File: src/rtl/seg_pkg.sv
// Shared types and helpers for the seven-segment scan controller.
// Blank codes, scan states and the leading-zero mask function.
package seg_pkg;

  localparam logic [6:0] SEG_OFF = 7'h7F;
  localparam logic [7:0] AN_OFF  = 8'hFF;

  typedef enum logic {BLANK, SHOW} state_t;

  // Bit i set when digits i..ndig-1 are all zero; digit 0 never set.
  function automatic logic [7:0] lz_mask(
    input logic [31:0] shadow,
    input int          ndig
  );
    logic z;
    z       = 1'b1;
    lz_mask = '0;
    for (int i = 7; i >= 1; i--) begin
      if (i < ndig) begin
        z          = z & (shadow[4*i +: 4] == 4'h0);
        lz_mask[i] = z;
      end
    end
  endfunction

endpackage

File: src/rtl/Siete_segs.sv
// Hex to seven-segment decoder, segment order abcdefg.
// Outputs are active low: 0 lights the segment.
module Siete_segs (
  input  logic [3:0] hex,
  output logic [6:0] segs
);

  always_comb begin
    segs = 7'b1111111;
    case (hex)
      4'h0: segs = 7'b0000001;
      4'h1: segs = 7'b1001111;
      4'h2: segs = 7'b0010010;
      4'h3: segs = 7'b0000110;
      4'h4: segs = 7'b1001100;
      4'h5: segs = 7'b0100100;
      4'h6: segs = 7'b0100000;
      4'h7: segs = 7'b0001111;
      4'h8: segs = 7'b0000000;
      4'h9: segs = 7'b0000100;
      4'hA: segs = 7'b0001000;
      4'hB: segs = 7'b1100000;
      4'hC: segs = 7'b0110001;
      4'hD: segs = 7'b1000010;
      4'hE: segs = 7'b0110000;
      4'hF: segs = 7'b0111000;
      default: segs = 7'b1111111;
    endcase
  end

endmodule

File: src/rtl/seg_scan_timer.sv
// Scan timer: blank/show phase counter and digit index.
// show/slot describe the phase entered on the coming edge.
module seg_scan_timer
  import seg_pkg::*;
#(
  parameter  int NDIG      = 4,
  parameter  int SHOW_CYC  = 50000,
  parameter  int BLANK_CYC = 64,
  localparam int MAXC = (SHOW_CYC > BLANK_CYC) ? SHOW_CYC : BLANK_CYC,
  localparam int CW   = (MAXC > 1) ? $clog2(MAXC) : 1,
  localparam int IW   = (NDIG > 1) ? $clog2(NDIG) : 1
) (
  input  logic          clk,
  input  logic          rst_n,
  output logic          show,
  output logic [IW-1:0] slot,
  output logic          frame_end
);

  state_t        state, state_d;
  logic [CW-1:0] cnt, cnt_d;
  logic [IW-1:0] idx, idx_d;

  always_ff @(posedge clk or negedge rst_n) begin
    if (!rst_n) begin
      state <= BLANK;
      cnt   <= '0;
      idx   <= '0;
    end else begin
      state <= state_d;
      cnt   <= cnt_d;
      idx   <= idx_d;
    end
  end

  always_comb begin
    state_d   = state;
    idx_d     = idx;
    cnt_d     = cnt + 1'b1;
    frame_end = 1'b0;
    unique case (state)
      BLANK: begin
        if (cnt == CW'(BLANK_CYC - 1)) begin
          state_d = SHOW;
          cnt_d   = '0;
        end
      end
      SHOW: begin
        if (cnt == CW'(SHOW_CYC - 1)) begin
          state_d   = BLANK;
          cnt_d     = '0;
          frame_end = (idx == IW'(NDIG - 1));
          idx_d     = frame_end ? '0 : idx + 1'b1;
        end
      end
    endcase
  end

  assign show = (state_d == SHOW);
  assign slot = idx_d;

endmodule

File: src/rtl/seg_scan_ctrl.sv
// Multiplexed common-anode seven-segment scan controller.
// Frame-synchronous value update, blanking gap, leading-zero blanking.
module seg_scan_ctrl
  import seg_pkg::*;
#(
  parameter int NDIG      = 4,
  parameter int SHOW_CYC  = 50000,
  parameter int BLANK_CYC = 64
) (
  input  logic              clk,
  input  logic              rst_n,
  input  logic [4*NDIG-1:0] value,
  input  logic              load,
  input  logic [NDIG-1:0]   dp,
  input  logic [NDIG-1:0]   dig_en,
  input  logic              lz_suppress,
  output logic [NDIG-1:0]   an,
  output logic [6:0]        segs,
  output logic              dp_n,
  output logic              frame_done,
  output logic              pending
);

  localparam int IW = (NDIG > 1) ? $clog2(NDIG) : 1;

  logic              show;
  logic [IW-1:0]     slot;
  logic              frame_end;
  logic [4*NDIG-1:0] shadow, staged;
  logic [31:0]       sh32;
  logic [7:0]        lzm, sel;
  logic [3:0]        digit;
  logic [6:0]        dec;
  logic              lit;
  logic [NDIG-1:0]   an_d;

  seg_scan_timer #(
    .NDIG      (NDIG),
    .SHOW_CYC  (SHOW_CYC),
    .BLANK_CYC (BLANK_CYC)
  ) u_timer (
    .clk       (clk),
    .rst_n     (rst_n),
    .show      (show),
    .slot      (slot),
    .frame_end (frame_end)
  );

  Siete_segs u_dec (
    .hex  (digit),
    .segs (dec)
  );

  always_comb begin
    sh32              = '0;
    sh32[4*NDIG-1:0]  = shadow;
    lzm               = lz_mask(sh32, NDIG);
    sel               = 8'(1) << slot;
    digit             = '0;
    for (int i = 0; i < NDIG; i++) begin
      if (slot == IW'(i)) digit = shadow[4*i +: 4];
    end
    lit               = show & dig_en[slot] & ~(lz_suppress & |(lzm & sel));
    an_d              = AN_OFF[NDIG-1:0];
    an_d[slot]        = 1'b0;
  end

  // Outputs follow the phase being entered on this edge.
  always_ff @(posedge clk or negedge rst_n) begin
    if (!rst_n) begin
      an         <= AN_OFF[NDIG-1:0];
      segs       <= SEG_OFF;
      dp_n       <= 1'b1;
      frame_done <= 1'b0;
    end else begin
      an         <= lit ? an_d : AN_OFF[NDIG-1:0];
      segs       <= lit ? dec : SEG_OFF;
      dp_n       <= ~(lit & dp[slot]);
      frame_done <= frame_end;
    end
  end

  always_ff @(posedge clk or negedge rst_n) begin
    if (!rst_n) begin
      shadow  <= '0;
      staged  <= '0;
      pending <= 1'b0;
    end else if (frame_end) begin
      if (load) begin
        shadow  <= value;
        staged  <= value;
        pending <= 1'b0;
      end else if (pending) begin
        shadow  <= staged;
        pending <= 1'b0;
      end
    end else if (load) begin
      staged  <= value;
      pending <= 1'b1;
    end
  end

endmodule

File: config.mk
export PLATFORM = sky130hd
export DESIGN_NAME = seg_scan_ctrl
export DESIGN_NICKNAME = d
export VERILOG_FILES = /design/src/rtl/seg_pkg.sv /design/src/rtl/Siete_segs.sv /design/src/rtl/seg_scan_timer.sv /design/src/rtl/seg_scan_ctrl.sv
export SDC_FILE = /design/constraint.sdc
export NUM_CORES = 1
export LEC_CHECK = 0
export BUFFER_PORTS_ARGS = -buffer_cell sky130_fd_sc_hd__buf_2
export CAP_MARGIN = 40
export CORE_MARGIN = 3
export CORE_UTILIZATION = 25
export DETAILED_ROUTE_END_ITERATION = 16
export PLACE_DENSITY = 0.39
export SYNTH_ARGS = -nofsm -noshare
export SYNTH_HDL_FRONTEND = slang
export SYNTH_SLANG_ARGS = --single-unit
export TNS_END_PERCENT = 10
File: constraint.sdc
create_clock -name clk -period 4.2 [get_ports clk]
set_clock_uncertainty 0.1 [all_clocks]
set_input_delay 0 -clock clk [delete_from_list [all_inputs] [get_ports clk]]
set_output_delay 0 -clock clk [all_outputs]
set_load 0.01 [all_outputs]
---- Yosys cells after proc, flatten, opt, wreduce, memory -nomap -nowiden ----
Memories as Yosys holds them, arrays and structs flattened.
Cells that the tools add are included.
storage, ports and cells
  register bits ........................... 65
  memory bits (read-only) ................. 112
  input port bits ......................... 28
  output and inout bits ................... 14
  logic and storage cells ................. 69
  memories ................................ 1
cells by class
  $add $sub $neg .......................... 2
  order comparisons ....................... 2
  equal/unequal tests ..................... 6
  shifts and indexed selects .............. 1
  muxes and demuxes ....................... 27
  bitwise operators ....................... 11
  reduce and logical (&&, ||, !) cells .... 9
memory list
  memory           words  width  read ports  clocked after Yosys merged registers in  write ports  RTL line          text
  (no name shown)  16     7      1           0                                        0            Siete_segs.sv:10  case (hex)
operator list
  cell                                                                           number
  16-bit two-way mux                                                             4
  16-bit case mux with 2 select lines                                            1
  4-bit two-way mux                                                              5
  16-bit by 1-bit adder with 16-bit output (second input constant)               1
  16-bit == test (second input constant)                                         1
  16-bit by 6-bit == test with 1-bit output (second input constant)              1
  4-bit zero test                                                                3
  1-bit two-way mux                                                              9
  4-bit by 8-bit bitwise AND with 8-bit output                                   1
  8-bit OR reduction                                                             1
  1-bit by 2-bit left shift with 8-bit output (first input constant)             1
  7-bit two-way mux                                                              1
  1-bit bitwise AND                                                              6
  2-bit == test (second input constant)                                          3
  2-bit two-way mux                                                              3
  1-bit binary-select mux with 2-bit select                                      2
  4-bit NOT                                                                      1
  2-bit nonzero test                                                             2
  2-bit by 3-bit less-than comparator with 1-bit output (second input constant)  1
  1-bit NOT                                                                      3
  2-bit by 1-bit adder with 2-bit output (second input constant)                 1
  1-bit demux with 2-bit select                                                  1
  2-bit by 1-bit == test with 1-bit output (second input constant)               1
  2-bit by 1-bit >= comparator with 1-bit output (second input constant)         1
  4 further kinds                                                                4

---- Depth between registers and ports, before layout ----
  depth after elaboration ................. 12
  mapped depth ............................ 14
  depth with buffers taken out ............ 13

---- Cells and area by module ----
Synthesis repeated with hierarchy kept, for this count alone.
unflattened totals
  cells, all modules ...................... 242
  area, all modules ....................... 3206.8 µm²
modules (own cells, without submodules)
  module          times used  cells each  area each (µm²)
  seg_scan_ctrl   1           125         2008.2
  seg_scan_timer  1           85          924.6
  Siete_segs      1           32          274.0

---- Worst setup path before layout ----
No wires, ideal clock.
  kind .................................... register to register
  start point ............................. register u_timer.cnt[11]
  end point ............................... register segs[3]
  library setup time ...................... 80 ps
  data arrival time ....................... 3110 ps
  required time ........................... 4020 ps
  slack ................................... 910 ps
  stages on the path, launching flop included .. 12
  buffers on the path ..................... 1
  cell sequence ........................... dfrtp_1 or4_4 nor2_4 nand3_2 mux2i_1 inv_1 buf_4 mux2i_1 inv_1 ha_1 mux4_2 nand2b_1
between the ends
  longest elaborated chain between the ends .. 10
  elaborated cells on any way between the ends .. 26
  classes of those cells .................. eq/ne: 5; shift: 1; mux: 12; bitwise: 5; reduce/logical: 2; memory: 1
RTL lines
  item                                                                                      RTL line                                  text
  from (decl)                                                                               seg_scan_timer.sv:21                      logic [CW-1:0] cnt, cnt_d;
  from (signal assigned)                                                                    seg_scan_timer.sv:31                      cnt <= cnt_d;
  16-bit == test (*)                                                                        seg_scan_timer.sv:49                      if (cnt == CW'(SHOW_CYC - 1)) begin
  2-bit two-way mux (*)                                                                     seg_scan_timer.sv:49
  2-bit two-way mux (*)                                                                     seg_scan_timer.sv:41                      unique case (state)
  net slot[1]                                                                               seg_scan_ctrl.sv:27                       logic [IW-1:0] slot;
  2-bit zero test / 1-bit by 2-bit left shift with 8-bit output (equally long branches)     seg_scan_ctrl.sv:61, seg_scan_ctrl.sv:58
  4-bit two-way mux / 4-bit by 8-bit bitwise AND with 8-bit output (equally long branches)  seg_scan_ctrl.sv:61, seg_scan_ctrl.sv:63
  4-bit two-way mux / 8-bit OR reduction (equally long branches)                            seg_scan_ctrl.sv:61, seg_scan_ctrl.sv:63
  4-bit two-way mux / 1-bit bitwise AND (equally long branches)                             seg_scan_ctrl.sv:61, seg_scan_ctrl.sv:63
  4-bit two-way mux / 1-bit NOT (equally long branches)                                     seg_scan_ctrl.sv:61, seg_scan_ctrl.sv:63
  memory read 16 x 7 bit / 1-bit bitwise AND (equally long branches)                        n/a
  7-bit two-way mux (*)                                                                     seg_scan_ctrl.sv:77                       segs <= lit ? dec : SEG_OFF;
  to (signal assigned)                                                                      seg_scan_ctrl.sv:77
  to (decl)                                                                                 seg_scan_ctrl.sv:18                       output logic [6:0] segs,
The timed path passes the listed nets; every way through them passes the cells marked *. The select of a mux whose other input is x is not followed.
A chain may end at the register's enable or synchronous reset.

---- Worst setup path in the final report ----
  start point ............................. register u_timer.cnt[11]
  end point ............................... register dp_n
between the ends
  longest elaborated chain between the ends .. 11
  elaborated cells on any way between the ends .. 20
  classes of those cells .................. eq/ne: 2; shift: 1; mux: 9; bitwise: 7; reduce/logical: 1
RTL lines
  item                                          RTL line              text
  16-bit == test                                seg_scan_timer.sv:49
  2-bit two-way mux                             seg_scan_timer.sv:49
  2-bit two-way mux                             seg_scan_timer.sv:41
  1-bit by 2-bit left shift with 8-bit output   seg_scan_ctrl.sv:58   sel = 8'(1) << slot;
  4-bit by 8-bit bitwise AND with 8-bit output  seg_scan_ctrl.sv:63   lit = show & dig_en[slot] & ~(lz_suppress & |(lzm & sel));
  8-bit OR reduction                            seg_scan_ctrl.sv:63
  1-bit bitwise AND                             seg_scan_ctrl.sv:63
  1-bit NOT                                     seg_scan_ctrl.sv:63
  1-bit bitwise AND                             seg_scan_ctrl.sv:63
  1-bit bitwise AND (*)                         seg_scan_ctrl.sv:78   dp_n <= ~(lit & dp[slot]);
  1-bit NOT (*)                                 seg_scan_ctrl.sv:78
  to (signal assigned)                          seg_scan_ctrl.sv:78
  to (decl)                                     seg_scan_ctrl.sv:19   output logic dp_n,
Every way passes the cells marked *; elsewhere a longest branch is shown, timed or not. The select of a mux whose other input is x is not followed.

==> reports/qor_table.md <==
| Stage | Result | This run |
|:---|:---|:---|
| global routing | Vias in the first global route | 2,416 |
| setup path | Data required time of the critical path | 4370 ps |
| clock tree | TritonCTS clock tree | done |
| routing | Antenna Violating Nets Remaining | 0 |
| die | Top-Level Pins | 42 |
| routing | Routed length per placed instance | 14.5 um |
| logic synthesis | Synthesized area | 3250 sq um |
| final layout | NumNets Final | 375 |
| die | Number of cell rows | 41 |
| setup path | Startpoint kind of the worst setup timing path | register |
| die | Initial cell density of the core | 25.7% |
| placement | Number of buffers inserted by port buffering | 41 |
| die | DIE AREA | 14,400 sq um |
| setup path | Max FO, Critical Path | 12 |
| logic synthesis | Yosys warning total | 0 |
| placement | Half-perimeter wire length of the detailed placement result | 5490 um |
| clock tree | Clock latency on the worst-skew pair | 320 ps |
| clock tree | Sinks on the clock net | 65 |
| clock tree | Total CTS buffers | 9 |
| sta | Worst relative slew slack | 48.1% |
| routing | Violation count after the first detailed-routing iteration | 148 |
| routing | DRC violations left | 0 |
| logic synthesis | Dominant cell type by area after synthesis | sky130_fd_sc_hd__dfrtp_1 |
| routing | Post-DR vias/cell | 4.45 |
| power | Power per cell area | 341 nW/um^2 |
| routing | Routed wire length | 7470 um |
| logic synthesis | Mean instance size in the synthesized netlist | 12.0 sq um |
| clock tree | Post-CTS Setup Inserts | 0 |
| final layout | Relative area change from synthesis to final layout | 27.4% |
| logic synthesis | Post-synth top area share | 40.8% |
| sta | Transition time at the pin with the least slew margin | 775 ps |
| die | Placeable core area | 12,700 sq um |
| power | Static leakage | 1.85 nW |
| clock tree | CTS H-Tree Depth | 3 |
| sta | Achievable clock frequency | 0.267 GHz |
| power | Worst supply voltage drop on vdd | 147 uV |
| global routing | All-layer global routing usage | 11.3% |
| sta | Final-report setup violation count | 0 |
| logic synthesis | Synthesized instance count | 272 |
| routing | Count of TritonRoute iterations in the first routing pass | 4 |
| sta | Final min period | 3750 ps |
| logic synthesis | Sequential fraction of the synthesis area | 50.5% |
| clock tree | Count of cells resized by post-cts repair | 0 |
| logic synthesis | Flip-flop and latch count after synthesis | 65 |
| clock tree | Hold buffers post-CTS | 22 |
| logic synthesis | Post-Synthesis Net Count | 308 |
| final layout | Diodes inserted | 0 |
| die | Die Width | 120 um |
| routing | Total via count after detailed routing | 2,294 |
| clock tree | Clock slew at the register clock pins of the worst setup and hold paths | 60 ps |
| sta | Pins Over Slew Limit | 0 |
| global routing | Initial antenna violation count | 0 |
| global routing | Global-route wire length before repair | 12,700 um |
| sta | Sum of negative setup slack | 0 ps |
| logic synthesis | Top area cells in the synthesized netlist | sky130_fd_sc_hd__dfrtp_1 41%, sky130_fd_sc_hd__mux2_2 11%, sky130_fd_sc_hd__dfstp_2 9.7%, sky130_fd_sc_hd__mux2i_1 5.5%, sky130_fd_sc_hd__ha_1 3.1% |
| clock tree | Clock root buffer | sky130_fd_sc_hd__clkbuf_16 |
| placement | Weighted congestion reported at the end of routability-driven placement | 0.810 |
| clock tree | Largest buffer count on any clock path | 2 |
| die | Die H | 120 um |
| setup path | Critical path data arrival time | 3910 ps |
| final layout | Share of final-layout standard cells stronger than drive strength 1 | 33.4% |
| setup path | Capturing element type of the critical path | register |
| sta | Hold Violations, Final | 0 |
| global routing | Pin count of the biggest net entering global routing | 37 |
| sta | Setup repair after global routing missed its margin | false |
| final layout | Final-layout fill cell count | 1,302 |
| run status | Run status | completed |
| min path | Hold WC Path Type | primary input to register |
| power | Design Power | 1.41 mW |
| setup path | Type of the worst setup path | register to register |
| sta | Tcrit/Tclk final | 89.2% |
| logic synthesis | Count of cell types in the netlist | 45 |
| flow run | Maxcap violations | 0 |
| global routing | Total grt overflow | 0 |
## worst max-delay path, cell delays in order (launching register included)
cell and delay [ps]:
sky130_fd_sc_hd__dfrtp_1 410, sky130_fd_sc_hd__or4_4 560, sky130_fd_sc_hd__nor2_4 180, sky130_fd_sc_hd__and4_1 370, sky130_fd_sc_hd__mux2i_2 510, sky130_fd_sc_hd__inv_2 210, sky130_fd_sc_hd__nand2_1 110, sky130_fd_sc_hd__nand3_1 70
sky130_fd_sc_hd__dlygate4sd3_1 560, sky130_fd_sc_hd__nand3_1 80, sky130_fd_sc_hd__dlygate4sd3_1 540
## final timing paths
| kind | from | endpoint | slack, ps | depth (start not counted) |
|---|---|---|---|---|
| setup / recovery | u_timer.cnt[11] | dp_n | 450 | 10 |
| hold / removal | load | staged[12] | 140 | 2 |
| setup reg to reg | u_timer.cnt[11] | dp_n | 450 | 10 |
| hold reg to reg | u_timer.cnt[0] | u_timer.cnt[0] | 390 | 1 |
| max in group asynchronous | rst_n | segs[5] | 2900 | 3 |
| min in group asynchronous | rst_n | u_timer.idx[1] | 170 | 2 |
## kinds of logic (layout without fill, tap and decap cells)
| logic type | after synthesis | after routing | share of synthesized area [%] |
|---|---|---|---|
| AO/OA/AOI/OAI | 20 | 20 | 5.54 |
| AND/OR/NAND/NOR | 90 | 90 | 14.2 |
| buffers and inverters | 16 | 88 | 2.42 |
| multiplexers | 55 | 55 | 19.5 |
| flip-flops | 65 | 65 | 50.5 |
| adder cells (fa/ha/maj) | 8 | 8 | 3.08 |
| XOR/XNOR | 18 | 18 | 4.85 |
## cells in the mapped netlist
library cell,n
sky130_fd_sc_hd__a32oi_2,1
sky130_fd_sc_hd__nor2_4,1
sky130_fd_sc_hd__ha_1,8
sky130_fd_sc_hd__mux2i_2,1
sky130_fd_sc_hd__a211oi_1,2
sky130_fd_sc_hd__nand2b_1,1
sky130_fd_sc_hd__and2_1,3
sky130_fd_sc_hd__o221ai_1,2
sky130_fd_sc_hd__and3_1,8
sky130_fd_sc_hd__dfrtp_1,53
sky130_fd_sc_hd__nor3_1,3
sky130_fd_sc_hd__o22a_1,1
sky130_fd_sc_hd__dfstp_2,12
sky130_fd_sc_hd__nand3b_1,1
sky130_fd_sc_hd__a41o_1,1
sky130_fd_sc_hd__buf_2,3
sky130_fd_sc_hd__nand3_2,1
sky130_fd_sc_hd__xor2_1,10
sky130_fd_sc_hd__clkbuf_1,3
sky130_fd_sc_hd__a32oi_1,1
sky130_fd_sc_hd__nor3b_1,1
sky130_fd_sc_hd__mux4_2,3
sky130_fd_sc_hd__nand3_1,17
sky130_fd_sc_hd__inv_1,5
sky130_fd_sc_hd__nand2_1,24
sky130_fd_sc_hd__o211ai_1,5
sky130_fd_sc_hd__and4_1,2
sky130_fd_sc_hd__o311ai_1,1
sky130_fd_sc_hd__buf_4,4
sky130_fd_sc_hd__nand4_1,1
sky130_fd_sc_hd__nand4b_1,1
sky130_fd_sc_hd__nor4_1,4
sky130_fd_sc_hd__mux2i_1,18
sky130_fd_sc_hd__or4_4,1
sky130_fd_sc_hd__o21ai_1,1
sky130_fd_sc_hd__nor2_1,19
sky130_fd_sc_hd__a2111oi_4,1
sky130_fd_sc_hd__mux2_2,33
sky130_fd_sc_hd__xnor2_1,8
sky130_fd_sc_hd__and4b_1,1
sky130_fd_sc_hd__a21boi_0,1
sky130_fd_sc_hd__inv_2,1
sky130_fd_sc_hd__o31ai_1,1
sky130_fd_sc_hd__and3b_1,1
sky130_fd_sc_hd__a21oi_1,2
## flip-flops by register name, summed over array words and instances, names as in the netlist
signal,cells
pending,1
shadow,16
u_timer.state,1
dp_n,1
u_timer.cnt,16
u_timer.idx,2
staged,16
an,4
frame_done,1
segs,7
## layer usage
| layer | track usage (%) | vias up | wire length [um] |
|---|---|---|---|
| met5 | 0 | - | 0 |
| met4 | 4.58 | 0 | 117 |
| met3 | 2.97 | 9 | 289 |
| met2 | 16.0 | 48 | 3220 |
| met1 | 16.2 | 1126 | 3850 |
| li1 | - | 1111 | - |
## per-stage QoR
step	utilization (%)	setup WS [ps]	hold slack, ps	std cells	cell area, sq um
floorplan	-	910	-396	272	3250
global placement	28.7	671	0.518	478	3640
detailed placement	28.7	564	5.40	478	3640
CTS	32.7	463	140	516	4140
global route	32.7	234	170	516	4140
finish	32.7	454	137	516	4140
## cells in the final DEF (no fill, tap or decap), types with 2 or more instances in the layout
master and n:
sky130_fd_sc_hd__o221ai_1 2, sky130_fd_sc_hd__xor2_1 10, sky130_fd_sc_hd__ha_1 8, sky130_fd_sc_hd__mux2_2 33, sky130_fd_sc_hd__xnor2_1 8, sky130_fd_sc_hd__nand2_1 24
sky130_fd_sc_hd__a211oi_1 2, sky130_fd_sc_hd__dfrtp_1 53, sky130_fd_sc_hd__nor3_1 3, sky130_fd_sc_hd__and2_1 3, sky130_fd_sc_hd__nor4_1 4, sky130_fd_sc_hd__clkbuf_16 9
sky130_fd_sc_hd__dlygate4sd3_1 22, sky130_fd_sc_hd__nor2_1 19, sky130_fd_sc_hd__o211ai_1 5, sky130_fd_sc_hd__buf_2 41, sky130_fd_sc_hd__and4_1 2, sky130_fd_sc_hd__mux2i_1 18
sky130_fd_sc_hd__clkbuf_8 2, sky130_fd_sc_hd__clkinvlp_4 2, sky130_fd_sc_hd__buf_4 3, sky130_fd_sc_hd__and3_1 8, sky130_fd_sc_hd__clkinv_2 3, sky130_fd_sc_hd__a21oi_1 2
sky130_fd_sc_hd__inv_1 5, sky130_fd_sc_hd__mux4_2 3, sky130_fd_sc_hd__nand3_1 17, sky130_fd_sc_hd__dfstp_2 12
## cell type report
cell class              count  area (sq um)  share of cell area [%]
inverters                   6          22.5                   0.544
clock buffers              11           253                    6.10
multi-input cells         191          1530                    37.0
well taps                 172           215                    5.20
repair buffers             66           448                    10.8
clock inverters             5          30.0                   0.725
flip-flops and latches     65          1640                    39.6
## power by group
| part | leakage [nW] | internal, mW | switching [mW] |
|---|---|---|---|
| clock network | 0.137 | 0.428 | 0.273 |
| logic | 0.906 | 0.0359 | 0.0311 |
| registers | 0.811 | 0.642 | 0.00356 |
| total | 1.85 | 1.11 | 0.308 |
(Power assumes the default switching activity.)
